### config.mk
export PLATFORM = sky130hd
export DESIGN_NAME = dma_burst_sequencer_flat
export DESIGN_NICKNAME = d
export VERILOG_FILES = /design/src/rtl/dma_burst_sequencer_if.sv /design/src/rtl/dma_burst_sequencer.sv /design/src/flat_wrapper.sv
export SDC_FILE = /design/constraint.sdc
export NUM_CORES = 1
export LEC_CHECK = 0
export BUFFER_PORTS_ARGS = -buffer_cell sky130_fd_sc_hd__buf_2
export CAP_MARGIN = 20
export CORE_UTILIZATION = 40
export CTS_CLUSTER_SIZE = 12
export DETAILED_ROUTE_END_ITERATION = 10
export PLACE_DENSITY = 0.7
export SLEW_MARGIN = 30
export SYNTH_ARGS = -nofsm -noshare
export SYNTH_HDL_FRONTEND = slang
export SYNTH_SLANG_ARGS = --single-unit
### constraint.sdc
create_clock -name iClk -period 4.3 [get_ports iClk]
set_input_delay 0.645 -clock iClk [delete_from_list [all_inputs] [get_ports iClk]]
set_output_delay 0.645 -clock iClk [all_outputs]
set_load 0.05 [all_outputs]
### src/rtl/dma_burst_sequencer_if.sv
// Command and control bundle between the DMA burst sequencer and its neighbours.
// DMA_SEQ_ABORT_EN adds the iAbort/oAborted pair.
interface dma_burst_sequencer_if #(
  parameter int unsigned ADDR_W = 32
);
  logic              iStart;
  logic [ADDR_W-1:0] iRM_startaddr;
  logic [ADDR_W-1:0] iWM_startaddr;
  logic [ADDR_W-1:0] iLength;
  logic              oRM_cmd_valid;
  logic              iRM_cmd_ready;
  logic [ADDR_W-1:0] oRM_cmd_addr;
  logic [ADDR_W-1:0] oRM_cmd_len;
  logic              oWM_cmd_valid;
  logic              iWM_cmd_ready;
  logic [ADDR_W-1:0] oWM_cmd_addr;
  logic [ADDR_W-1:0] oWM_cmd_len;
  logic              iWM_burst_done;
  logic              oBusy;
  logic              oWM_done;
`ifdef DMA_SEQ_ABORT_EN
  logic              iAbort;
  logic              oAborted;

  modport master (
    input  iStart, iRM_startaddr, iWM_startaddr, iLength,
    input  iRM_cmd_ready, iWM_cmd_ready, iWM_burst_done, iAbort,
    output oRM_cmd_valid, oRM_cmd_addr, oRM_cmd_len,
    output oWM_cmd_valid, oWM_cmd_addr, oWM_cmd_len,
    output oBusy, oWM_done, oAborted
  );

  modport slave (
    output iStart, iRM_startaddr, iWM_startaddr, iLength,
    output iRM_cmd_ready, iWM_cmd_ready, iWM_burst_done, iAbort,
    input  oRM_cmd_valid, oRM_cmd_addr, oRM_cmd_len,
    input  oWM_cmd_valid, oWM_cmd_addr, oWM_cmd_len,
    input  oBusy, oWM_done, oAborted
  );
`else
  modport master (
    input  iStart, iRM_startaddr, iWM_startaddr, iLength,
    input  iRM_cmd_ready, iWM_cmd_ready, iWM_burst_done,
    output oRM_cmd_valid, oRM_cmd_addr, oRM_cmd_len,
    output oWM_cmd_valid, oWM_cmd_addr, oWM_cmd_len,
    output oBusy, oWM_done
  );

  modport slave (
    output iStart, iRM_startaddr, iWM_startaddr, iLength,
    output iRM_cmd_ready, iWM_cmd_ready, iWM_burst_done,
    input  oRM_cmd_valid, oRM_cmd_addr, oRM_cmd_len,
    input  oWM_cmd_valid, oWM_cmd_addr, oWM_cmd_len,
    input  oBusy, oWM_done
  );
`endif
endinterface

### src/rtl/dma_burst_sequencer.sv
// Splits one DMA transfer into bursts of at most MAX_BURST bytes and issues RM/WM command pairs.
// Optional abort support is enabled by defining DMA_SEQ_ABORT_EN.
module dma_burst_sequencer #(
  parameter int unsigned ADDR_W    = 32,
  parameter int unsigned MAX_BURST = 64
) (
  input  logic                  iClk,
  input  logic                  iReset_n,
  dma_burst_sequencer_if.master bus
);

  localparam logic [ADDR_W-1:0] LP_MAX   = ADDR_W'(MAX_BURST);
  localparam logic [ADDR_W-1:0] LP_WMASK = ~(ADDR_W'(3));

  typedef enum logic [2:0] {
    S_IDLE, S_LOAD, S_RD_CMD, S_WR_CMD, S_WAIT, S_DONE
  } state_t;

  state_t            r_state, w_state_nxt;
  logic              r_start_q;
  logic [ADDR_W-1:0] r_rd_addr, r_wr_addr, r_rem, r_blen;
  logic              r_rm_valid, r_wm_valid, r_busy, r_done;

  logic              w_start_edge, w_rm_acc, w_wm_acc, w_burst_done;
  logic              w_abort_cmd, w_abort_wait;
  logic [ADDR_W-1:0] w_rem_dec, w_blen_src, w_blen_calc;

  assign w_start_edge = bus.iStart & ~r_start_q;
  assign w_rm_acc     = r_rm_valid & bus.iRM_cmd_ready;
  assign w_wm_acc     = r_wm_valid & bus.iWM_cmd_ready;
  assign w_burst_done = (r_state == S_WAIT) & bus.iWM_burst_done;
  assign w_rem_dec    = r_rem - r_blen;
  // Next burst length comes from the post-burst remainder in WAIT, else from the loaded count
  assign w_blen_src   = (r_state == S_WAIT) ? w_rem_dec : r_rem;
  assign w_blen_calc  = (w_blen_src > LP_MAX) ? LP_MAX : w_blen_src;

`ifdef DMA_SEQ_ABORT_EN
  logic r_abort_pend, r_aborted;

  assign w_abort_cmd  = bus.iAbort;
  assign w_abort_wait = r_abort_pend | bus.iAbort;

  // Abort in WAIT is remembered until the in-flight burst completes
  always_ff @(posedge iClk or negedge iReset_n) begin
    if (!iReset_n) begin
      r_abort_pend <= 1'b0;
      r_aborted    <= 1'b0;
    end else begin
      if (r_state == S_IDLE)
        r_abort_pend <= 1'b0;
      else if (r_state == S_WAIT && bus.iAbort)
        r_abort_pend <= 1'b1;

      if (r_state == S_IDLE && w_start_edge)
        r_aborted <= 1'b0;
      else if (((r_state == S_RD_CMD || r_state == S_WR_CMD) && bus.iAbort) ||
               (w_burst_done && w_abort_wait))
        r_aborted <= 1'b1;
    end
  end

  assign bus.oAborted = r_aborted;
`else
  assign w_abort_cmd  = 1'b0;
  assign w_abort_wait = 1'b0;
`endif

  always_ff @(posedge iClk or negedge iReset_n) begin
    if (!iReset_n) r_state <= S_IDLE;
    else           r_state <= w_state_nxt;
  end

  always_comb begin
    w_state_nxt = r_state;
    unique case (r_state)
      S_IDLE:   if (w_start_edge) w_state_nxt = S_LOAD;
      S_LOAD:   w_state_nxt = (r_rem == '0) ? S_DONE : S_RD_CMD;
      S_RD_CMD: begin
        if (w_abort_cmd)   w_state_nxt = S_DONE;
        else if (w_rm_acc) w_state_nxt = S_WR_CMD;
      end
      S_WR_CMD: begin
        if (w_abort_cmd)   w_state_nxt = S_DONE;
        else if (w_wm_acc) w_state_nxt = S_WAIT;
      end
      S_WAIT: begin
        if (bus.iWM_burst_done)
          w_state_nxt = (w_rem_dec == '0 || w_abort_wait) ? S_DONE : S_RD_CMD;
      end
      S_DONE:   w_state_nxt = S_IDLE;
      default:  w_state_nxt = S_IDLE;
    endcase
  end

  // Outputs are registered from the next state so they align with the state register
  always_ff @(posedge iClk or negedge iReset_n) begin
    if (!iReset_n) begin
      r_rm_valid <= 1'b0;
      r_wm_valid <= 1'b0;
      r_busy     <= 1'b0;
      r_done     <= 1'b0;
    end else begin
      r_rm_valid <= (w_state_nxt == S_RD_CMD);
      r_wm_valid <= (w_state_nxt == S_WR_CMD);
      r_busy     <= (w_state_nxt == S_LOAD) || (w_state_nxt == S_RD_CMD) ||
                    (w_state_nxt == S_WR_CMD) || (w_state_nxt == S_WAIT);
      r_done     <= (w_state_nxt == S_DONE);
    end
  end

  always_ff @(posedge iClk or negedge iReset_n) begin
    if (!iReset_n) begin
      r_start_q <= 1'b0;
      r_rd_addr <= '0;
      r_wr_addr <= '0;
      r_rem     <= '0;
      r_blen    <= '0;
    end else begin
      r_start_q <= bus.iStart;
      if (r_state == S_IDLE && w_start_edge) begin
        r_rd_addr <= bus.iRM_startaddr;
        r_wr_addr <= bus.iWM_startaddr;
        r_rem     <= bus.iLength & LP_WMASK;
      end
      if (r_state == S_LOAD)
        r_blen <= w_blen_calc;
      if (w_burst_done) begin
        r_rd_addr <= r_rd_addr + r_blen;
        r_wr_addr <= r_wr_addr + r_blen;
        r_rem     <= w_rem_dec;
        r_blen    <= w_blen_calc;
      end
    end
  end

  assign bus.oRM_cmd_valid = r_rm_valid;
  assign bus.oRM_cmd_addr  = r_rd_addr;
  assign bus.oRM_cmd_len   = r_blen;
  assign bus.oWM_cmd_valid = r_wm_valid;
  assign bus.oWM_cmd_addr  = r_wr_addr;
  assign bus.oWM_cmd_len   = r_blen;
  assign bus.oBusy         = r_busy;
  assign bus.oWM_done      = r_done;

endmodule

### src/flat_wrapper.sv
// flat-port wrapper written by rule: the top's interface ports become plain ports
module dma_burst_sequencer_flat 
#(
  parameter int unsigned ADDR_W    = 32,
  parameter int unsigned MAX_BURST = 64
)
  (iClk, iReset_n, bus_iStart, bus_iRM_startaddr, bus_iWM_startaddr, bus_iLength, bus_iRM_cmd_ready, bus_iWM_cmd_ready, bus_iWM_burst_done, bus_oRM_cmd_valid, bus_oRM_cmd_addr, bus_oRM_cmd_len, bus_oWM_cmd_valid, bus_oWM_cmd_addr, bus_oWM_cmd_len, bus_oBusy, bus_oWM_done);
  dma_burst_sequencer_if #(.ADDR_W(ADDR_W)) bus_i ();
  input  logic iClk;
  input  logic iReset_n;
  input wire logic [$bits(bus_i.iStart)-1:0] bus_iStart;
  input wire logic [$bits(bus_i.iRM_startaddr)-1:0] bus_iRM_startaddr;
  input wire logic [$bits(bus_i.iWM_startaddr)-1:0] bus_iWM_startaddr;
  input wire logic [$bits(bus_i.iLength)-1:0] bus_iLength;
  input wire logic [$bits(bus_i.iRM_cmd_ready)-1:0] bus_iRM_cmd_ready;
  input wire logic [$bits(bus_i.iWM_cmd_ready)-1:0] bus_iWM_cmd_ready;
  input wire logic [$bits(bus_i.iWM_burst_done)-1:0] bus_iWM_burst_done;
  output wire logic [$bits(bus_i.oRM_cmd_valid)-1:0] bus_oRM_cmd_valid;
  output wire logic [$bits(bus_i.oRM_cmd_addr)-1:0] bus_oRM_cmd_addr;
  output wire logic [$bits(bus_i.oRM_cmd_len)-1:0] bus_oRM_cmd_len;
  output wire logic [$bits(bus_i.oWM_cmd_valid)-1:0] bus_oWM_cmd_valid;
  output wire logic [$bits(bus_i.oWM_cmd_addr)-1:0] bus_oWM_cmd_addr;
  output wire logic [$bits(bus_i.oWM_cmd_len)-1:0] bus_oWM_cmd_len;
  output wire logic [$bits(bus_i.oBusy)-1:0] bus_oBusy;
  output wire logic [$bits(bus_i.oWM_done)-1:0] bus_oWM_done;
  assign bus_i.iStart = bus_iStart;
  assign bus_i.iRM_startaddr = bus_iRM_startaddr;
  assign bus_i.iWM_startaddr = bus_iWM_startaddr;
  assign bus_i.iLength = bus_iLength;
  assign bus_i.iRM_cmd_ready = bus_iRM_cmd_ready;
  assign bus_i.iWM_cmd_ready = bus_iWM_cmd_ready;
  assign bus_i.iWM_burst_done = bus_iWM_burst_done;
  assign bus_oRM_cmd_valid = bus_i.oRM_cmd_valid;
  assign bus_oRM_cmd_addr = bus_i.oRM_cmd_addr;
  assign bus_oRM_cmd_len = bus_i.oRM_cmd_len;
  assign bus_oWM_cmd_valid = bus_i.oWM_cmd_valid;
  assign bus_oWM_cmd_addr = bus_i.oWM_cmd_addr;
  assign bus_oWM_cmd_len = bus_i.oWM_cmd_len;
  assign bus_oBusy = bus_i.oBusy;
  assign bus_oWM_done = bus_i.oWM_done;
  dma_burst_sequencer #(.ADDR_W(ADDR_W), .MAX_BURST(MAX_BURST)) u_core (.iClk(iClk), .iReset_n(iReset_n), .bus(bus_i));
endmodule
* Word-level counts from Yosys, hierarchy flattened
Index checks and enable logic that the tools add are counted.
** Operators by class
- Mux-type cells :: 17
- $mul :: 0
- Order comparisons :: 1
- Equal/unequal tests :: 9
- Bitwise logic cells :: 5
- Shift-type cells :: 0
- Div/mod/pow operators :: 0
- Reductions and logical operators :: 9
- $add $sub $neg :: 3
** Operators with widths (count)
- 2-to-1 mux 32 bit :: 10
- adder 32 bit :: 2
- zero test 32 bit :: 2
- > comparator 32 x 7 -> 1 bit (second input constant) :: 1
- subtractor 32 bit :: 1
- 2-to-1 mux 3 bit :: 6
- case mux 3 bit (5 select lines) :: 1
- equality test 3 x 2 -> 1 bit (second input constant) :: 4
- equality test 3 bit (second input constant) :: 3
- equality test 3 x 1 -> 1 bit (second input constant) :: 2
- bitwise AND 1 bit :: 4
- nonzero test 2 bit :: 2
- zero test 3 bit :: 1
- logical OR 1 bit :: 3
- logical AND 1 bit :: 1
- inverter 1 bit :: 1
** Storage, ports and cells
- Bits of input ports :: 102
- Memories kept :: 0
- ROM bits :: 0
- Register bits :: 136
- Bits in latches :: 0
- RAM bits :: 0
- Output and inout port bits :: 132
- Logic and storage cells :: 54

* Longest topological paths before layout
- Word-level depth :: 9
- Mapped depth :: 14
- Gate-level depth less buffers :: 14

* Worst setup path after synthesis
Ideal clock, no wire load.
- Path kind :: register to register
- From :: register u_core.r_blen[1], in the netlist u_core.bus.oRM_cmd_len[1]
- To :: register u_core.r_state[1]
- Path slack :: 0.225 ns
- Period minus slack after synthesis :: 4.075 ns
- Stages on the path, launching flop included :: 14
- Setup time :: 0.118 ns
- Path buffers :: 0
- Data arrival time :: 3.957 ns
- Data required time :: 4.182 ns
- Path through :: dfrtp_1 > inv_1 > ha_1 > nor2b_1 > o31a_1 > o221a_2 > o2111ai_2 > a31oi_1 > o211a_1 > or4_1 > or3_1 > nor4_2 > nand3_2 > a21o_1
** Between the ends
- Word-level cells in the longest chain between the ends :: 5
** Ends and longest elaborated chain
- start, declared :: line dma_burst_sequencer.sv:21 : logic [ADDR_W-1:0] r_rd_addr, r_wr_addr, r_rem, r_blen;
- start signal, assigned :: line dma_burst_sequencer.sv:126 : r_blen <= w_blen_calc;
- start signal, assigned :: line dma_burst_sequencer.sv:131 : r_blen <= w_blen_calc;
- subtractor 32 bit :: line dma_burst_sequencer.sv:32 : assign w_rem_dec = r_rem - r_blen;
- zero test 32 bit :: line dma_burst_sequencer.sv:88 : w_state_nxt = (w_rem_dec == '0 || w_abort_wait) ? S_DONE : S_RD_CMD;
- 2-to-1 mux 3 bit :: line dma_burst_sequencer.sv:88
- 2-to-1 mux 3 bit :: line dma_burst_sequencer.sv:87 : if (bus.iWM_burst_done)
- case mux 3 bit (5 select lines) :: line dma_burst_sequencer.sv:75 : unique case (r_state)
- named net u_core.w_state_nxt[1] :: line dma_burst_sequencer.sv:19 : state_t r_state, w_state_nxt;
- end signal, assigned :: line dma_burst_sequencer.sv:70 : else r_state <= w_state_nxt;
- end, declared :: line dma_burst_sequencer.sv:19
The timed path passes the listed nets, and every way through them passes these cells.
A chain may end at the register's enable or synchronous reset.

* Worst setup path in the final report
- From :: register u_core.r_rem[0]
- To :: register u_core.r_state[1]
** Between the ends
- Word-level cells in the longest chain between the ends :: 5
- Elaborated cells on any way between the ends :: 7
- Those cells by class :: 1 x add/sub; 4 x mux; 2 x reduce/logical
** Ends and longest elaborated chain
- start, declared :: line dma_burst_sequencer.sv:21
- start signal, assigned :: line dma_burst_sequencer.sv:123 : r_rem <= bus.iLength & LP_WMASK;
- start signal, assigned :: line dma_burst_sequencer.sv:130 : r_rem <= w_rem_dec;
- subtractor 32 bit :: line dma_burst_sequencer.sv:32
- zero test 32 bit :: line dma_burst_sequencer.sv:88
- 2-to-1 mux 3 bit :: line dma_burst_sequencer.sv:88
- 2-to-1 mux 3 bit :: line dma_burst_sequencer.sv:87
- case mux 3 bit (5 select lines) (*) :: line dma_burst_sequencer.sv:75
- named net u_core.w_state_nxt[1] :: line dma_burst_sequencer.sv:19
The timed path passes the listed nets; every way through them passes the cells marked *.

==> impl_metrics.py <==
metrics = {
    "outcome": {
        "status": "finished clean",
    },
    "synthesis": {
        "postSynthCellCount": 1312,
        "synth_common_cells": "176 x nand2_1, 136 x dfrtp_1, 123 x o21ai_0",
        "synth_flop_cell": "dfrtp_1",
        "yosys.cell_types.count": 74,
        "yosysWarnings": 0,
        "yosysMostFrequentCell": "nand2_1",
        "synth_area_mm2": 0.0110,
        "seq_area_frac_synth_pct": 31.0,
        "synth_nets": 1510,
        "ys_seq_elements": 136,
        "async_flop_share_pct": 100,
        "synth_area_leaders": "dfrtp_1 31%, ha_1 11%, nand2_1 6.0%, mux2i_1 5.9%, o21ai_0 5.6%",
        "synth-edff-count": 0,
        "synth_top_area_share_pct": 31.0,
        "syn_avg_cell_area_um2": 8.37,
        "yosys.area.top_type": "dfrtp_1",
    },
    "sta": {
        "post-route-min-period_ns": 4.01,
        "finalCritPeriodShare_pct": 93.3,
        "final-setup-viol-count": 0,
        "tightest_slew_ns": 0.891,
        "finalMaxSlewViolations": 0,
        "fmax_mhz": 249,
        "rsz0062_at_grt": "false",
        "tns_ns": 0,
        "relSlewSlack_pct": 40.6,
        "fin_worst_skew_ns": 0.0157,
        "hold_viol": 0,
    },
    "routing": {
        "antenna_left": 0,
        "drt_first_pass_iters": 5,
        "wl_um": 34200,
        "drc_errors": 0,
        "drtIter0Drc": 797,
        "vias_per_cell": 5.62,
        "routedWlPerCell_um": 18.2,
        "via_count": 10600,
    },
    "finish": {
        "stdcell_count": 1877,
        "ff_latch_area_mm2": 0.00340,
        "fillerInstances": 2620,
        "layout-drive-gt1-share_pct": 20.7,
        "multi_input_area_mm2": 0.00698,
        "nNetsFinal": 1719,
        "design_area_mm2": 0.0131,
        "syn2layout_area_growth_pct": 19.0,
    },
    "power_and_ir_drop": {
        "leakagePower_nw": 6.68,
        "ir_drop_v": 0.000336,
        "p_per_area_mw_per_mm2": 708,
    },
    "clock_tree": {
        "root_buffer": "clkbuf_16",
        "cts_sinks": 136,
        "clk_pin_slew_ns": 0.06,
        "cts_buffers": 17,
        "cts_tree": "built",
        "clock_latency_ns": 0.43,
        "htreeDepth": 4,
        "clockBufferDepth": 2,
        "postCtsHoldBufs": 0,
    },
    "placed_design": {
        "port_buffers": 231,
        "place_area_mm2": 0.0125,
        "post-dp-hpwl_um": 26800,
        "placed_cells": 1843,
        "finalWeightedCongestion": 0.944,
    },
    "setup_path": {
        "cp_max_fo": 6,
        "endpoint_kind": "flip-flop",
        "worstPathArrival_ns": 4.32,
        "cp_cell_sequence": "inv_1, ha_1, fa_1, nor2b_1, o21a_1, a311o_1, a21oi_1, o31ai_1, a31oi_1, xnor2_1, or3_1, nor4_2, buf_4, nand3_2, a21o_1",
        "max_stage_delay_ns": 0.52,
        "cp_slowest_cell": "o31ai_1",
        "startpoint_type": "flip-flop",
        "cp.required_ns": 4.61,
        "crit_type": "flip-flop to flip-flop",
    },
    "floorplanning": {
        "rows": 60,
        "die-area_mm2": 0.0281,
        "pin_count": 234,
        "core_area_mm2": 0.0270,
        "dieWidth_um": 168,
        "die_h_um": 168,
        "start_util_pct": 40.7,
    },
    "global_routing": {
        "grt_pass1_vias": 10100,
        "use_met3_pct": 3.05,
        "met2_usage_pct": 38.4,
        "grt.overflow.total": 0,
        "gr-usage-met1_pct": 33.7,
        "grt_busiest_layer": "met2",
        "antenna_found_initial": 1,
        "grt_usage_pct": 24.3,
        "grt_pass1_wl_um": 53600,
        "grt_max_degree": 87,
    },
    "min_path": {
        "hold_path.class": "input port to async pin",
    },
    "job": {
        "cap_violations": 0,
    },
}
-- cell families (layout without fill, tap and decap cells) --
family | count (synthesis) | in the layout | synth area share (%)
other cells | 0 | 2 | 0
xor+xnor | 76 | 76 | 6.06
mux | 66 | 66 | 6.03
compound gates | 388 | 388 | 22.7
simple gates | 414 | 414 | 17.3
buf+inv | 136 | 358 | 5.78
fa+ha+maj | 96 | 96 | 11.1
flops | 136 | 136 | 31.0
-- routing by layer --
layer	wire (µm)	share of wire (%)	vias to the layer above
met1	15800	46	5000
li1	-	-	5123
met2	15300	45	369
met3	1940	5.7	60
met5	0	0	-
met4	1100	3.2	0
-- flip-flops by register name, summed over array words and instances, names as in the netlist --
name                      cells
u_core.bus.oBusy              1
u_core.bus.oRM_cmd_addr      32
u_core.bus.oRM_cmd_len       32
u_core.bus.oRM_cmd_valid      1
u_core.bus.oWM_cmd_addr      32
u_core.bus.oWM_cmd_valid      1
u_core.bus.oWM_done           1
u_core.r_rem                 32
u_core.r_start_q              1
u_core.r_state                3
-- report_power, final --
part	switching [mW]	total, mW	leakage, nW	internal (mW)
combinational	3.60	5.46	4.69	1.86
clock	0.613	1.53	0.285	0.912
sequential	0.530	2.28	1.71	1.75
-- cells in the final DEF (no fill, tap or decap), types with 14 or more instances in the layout --
| master | instances |
|---|---|
| a21o_1 | 41 |
| a21oi_1 | 78 |
| buf_2 | 230 |
| buf_4 | 35 |
| clkbuf_16 | 17 |
| dfrtp_1 | 136 |
| ha_1 | 93 |
| inv_1 | 60 |
| mux2i_1 | 65 |
| nand2_1 | 175 |
| nand3_1 | 22 |
| nor2_1 | 94 |
| nor3_1 | 16 |
| o21a_1 | 14 |
| o21ai_0 | 123 |
| o21bai_1 | 14 |
| o22ai_1 | 14 |
| or3_1 | 18 |
| xnor2_1 | 43 |
| xor2_1 | 33 |
-- final cells by class --
type / instances / area share (%)
antenna: 2 / 0.0383
clock buffer: 17 / 3.26
clock inverter: 15 / 1.34
inverter: 60 / 1.72
multi-input combinational: 1040 / 53.4
sequential: 136 / 26.0
tap: 341 / 3.27
timing repair buffer: 266 / 10.9
-- critical path: cells and delay by family, from the launching register on --
kind                       cells  cell delay [ns]
and+or+nand+nor                4             0.92
xor gates and xnor gates       1             0.19
AOI/OAI and AO/OA              6             1.51
adders and majority gates      2             0.67
buffers and inverters          2             0.25
DFF                            1             0.34
-- final timing paths --
kind / start / end / slack [ns] / depth (start not counted)
min in group iClk: bus_iStart / u_core.r_start_q$_DFF_PN0_ / 0.39 / 1
hold / removal: iReset_n / u_core.r_rem[23]$_DFFE_PN0P_ / 0.29 / 1
max in group asynchronous: iReset_n / u_core.bus.oWM_cmd_addr[17]$_DFFE_PN0P_ / 3.10 / 2
hold reg to reg: u_core.bus.oRM_cmd_len[15]$_DFFE_PN0P_ / u_core.bus.oRM_cmd_len[15]$_DFFE_PN0P_ / 0.53 / 2
setup / recovery: u_core.r_rem[0]$_DFFE_PN0P_ / u_core.r_state[1]$_DFF_PN0_ / 0.29 / 15
setup reg to reg: u_core.r_rem[0]$_DFFE_PN0P_ / u_core.r_state[1]$_DFF_PN0_ / 0.29 / 15
-- stage by stage --
| stage | hold WS (ns) | power, mW | setup slack, ns | utilization (%) |
|---|---|---|---|---|
| final | 0.287 | 9.26 | 0.286 | 48.5 |
| after global routing | 0.362 | 9.83 | 0.104 | 48.5 |
| after CTS | 0.318 | 9.20 | 0.337 | 48.4 |
| after detailed placement | 0.524 | 7.65 | 0.371 | 46.2 |
| after global placement | 0.507 | 7.58 | 0.415 | 46.2 |
| after floorplan | 0.349 | 6.19 | 0.225 | - |
-- what timing repair did --
| action | 4_1_cts | 5_1_grt |
|---|---|---|
| setup buffers | 0 | 0 |
| setup endpoints to repair | 0 | 14 |
| resized for setup | 0 | 2 |
Note: power is estimated with default switching activity, not from simulation.
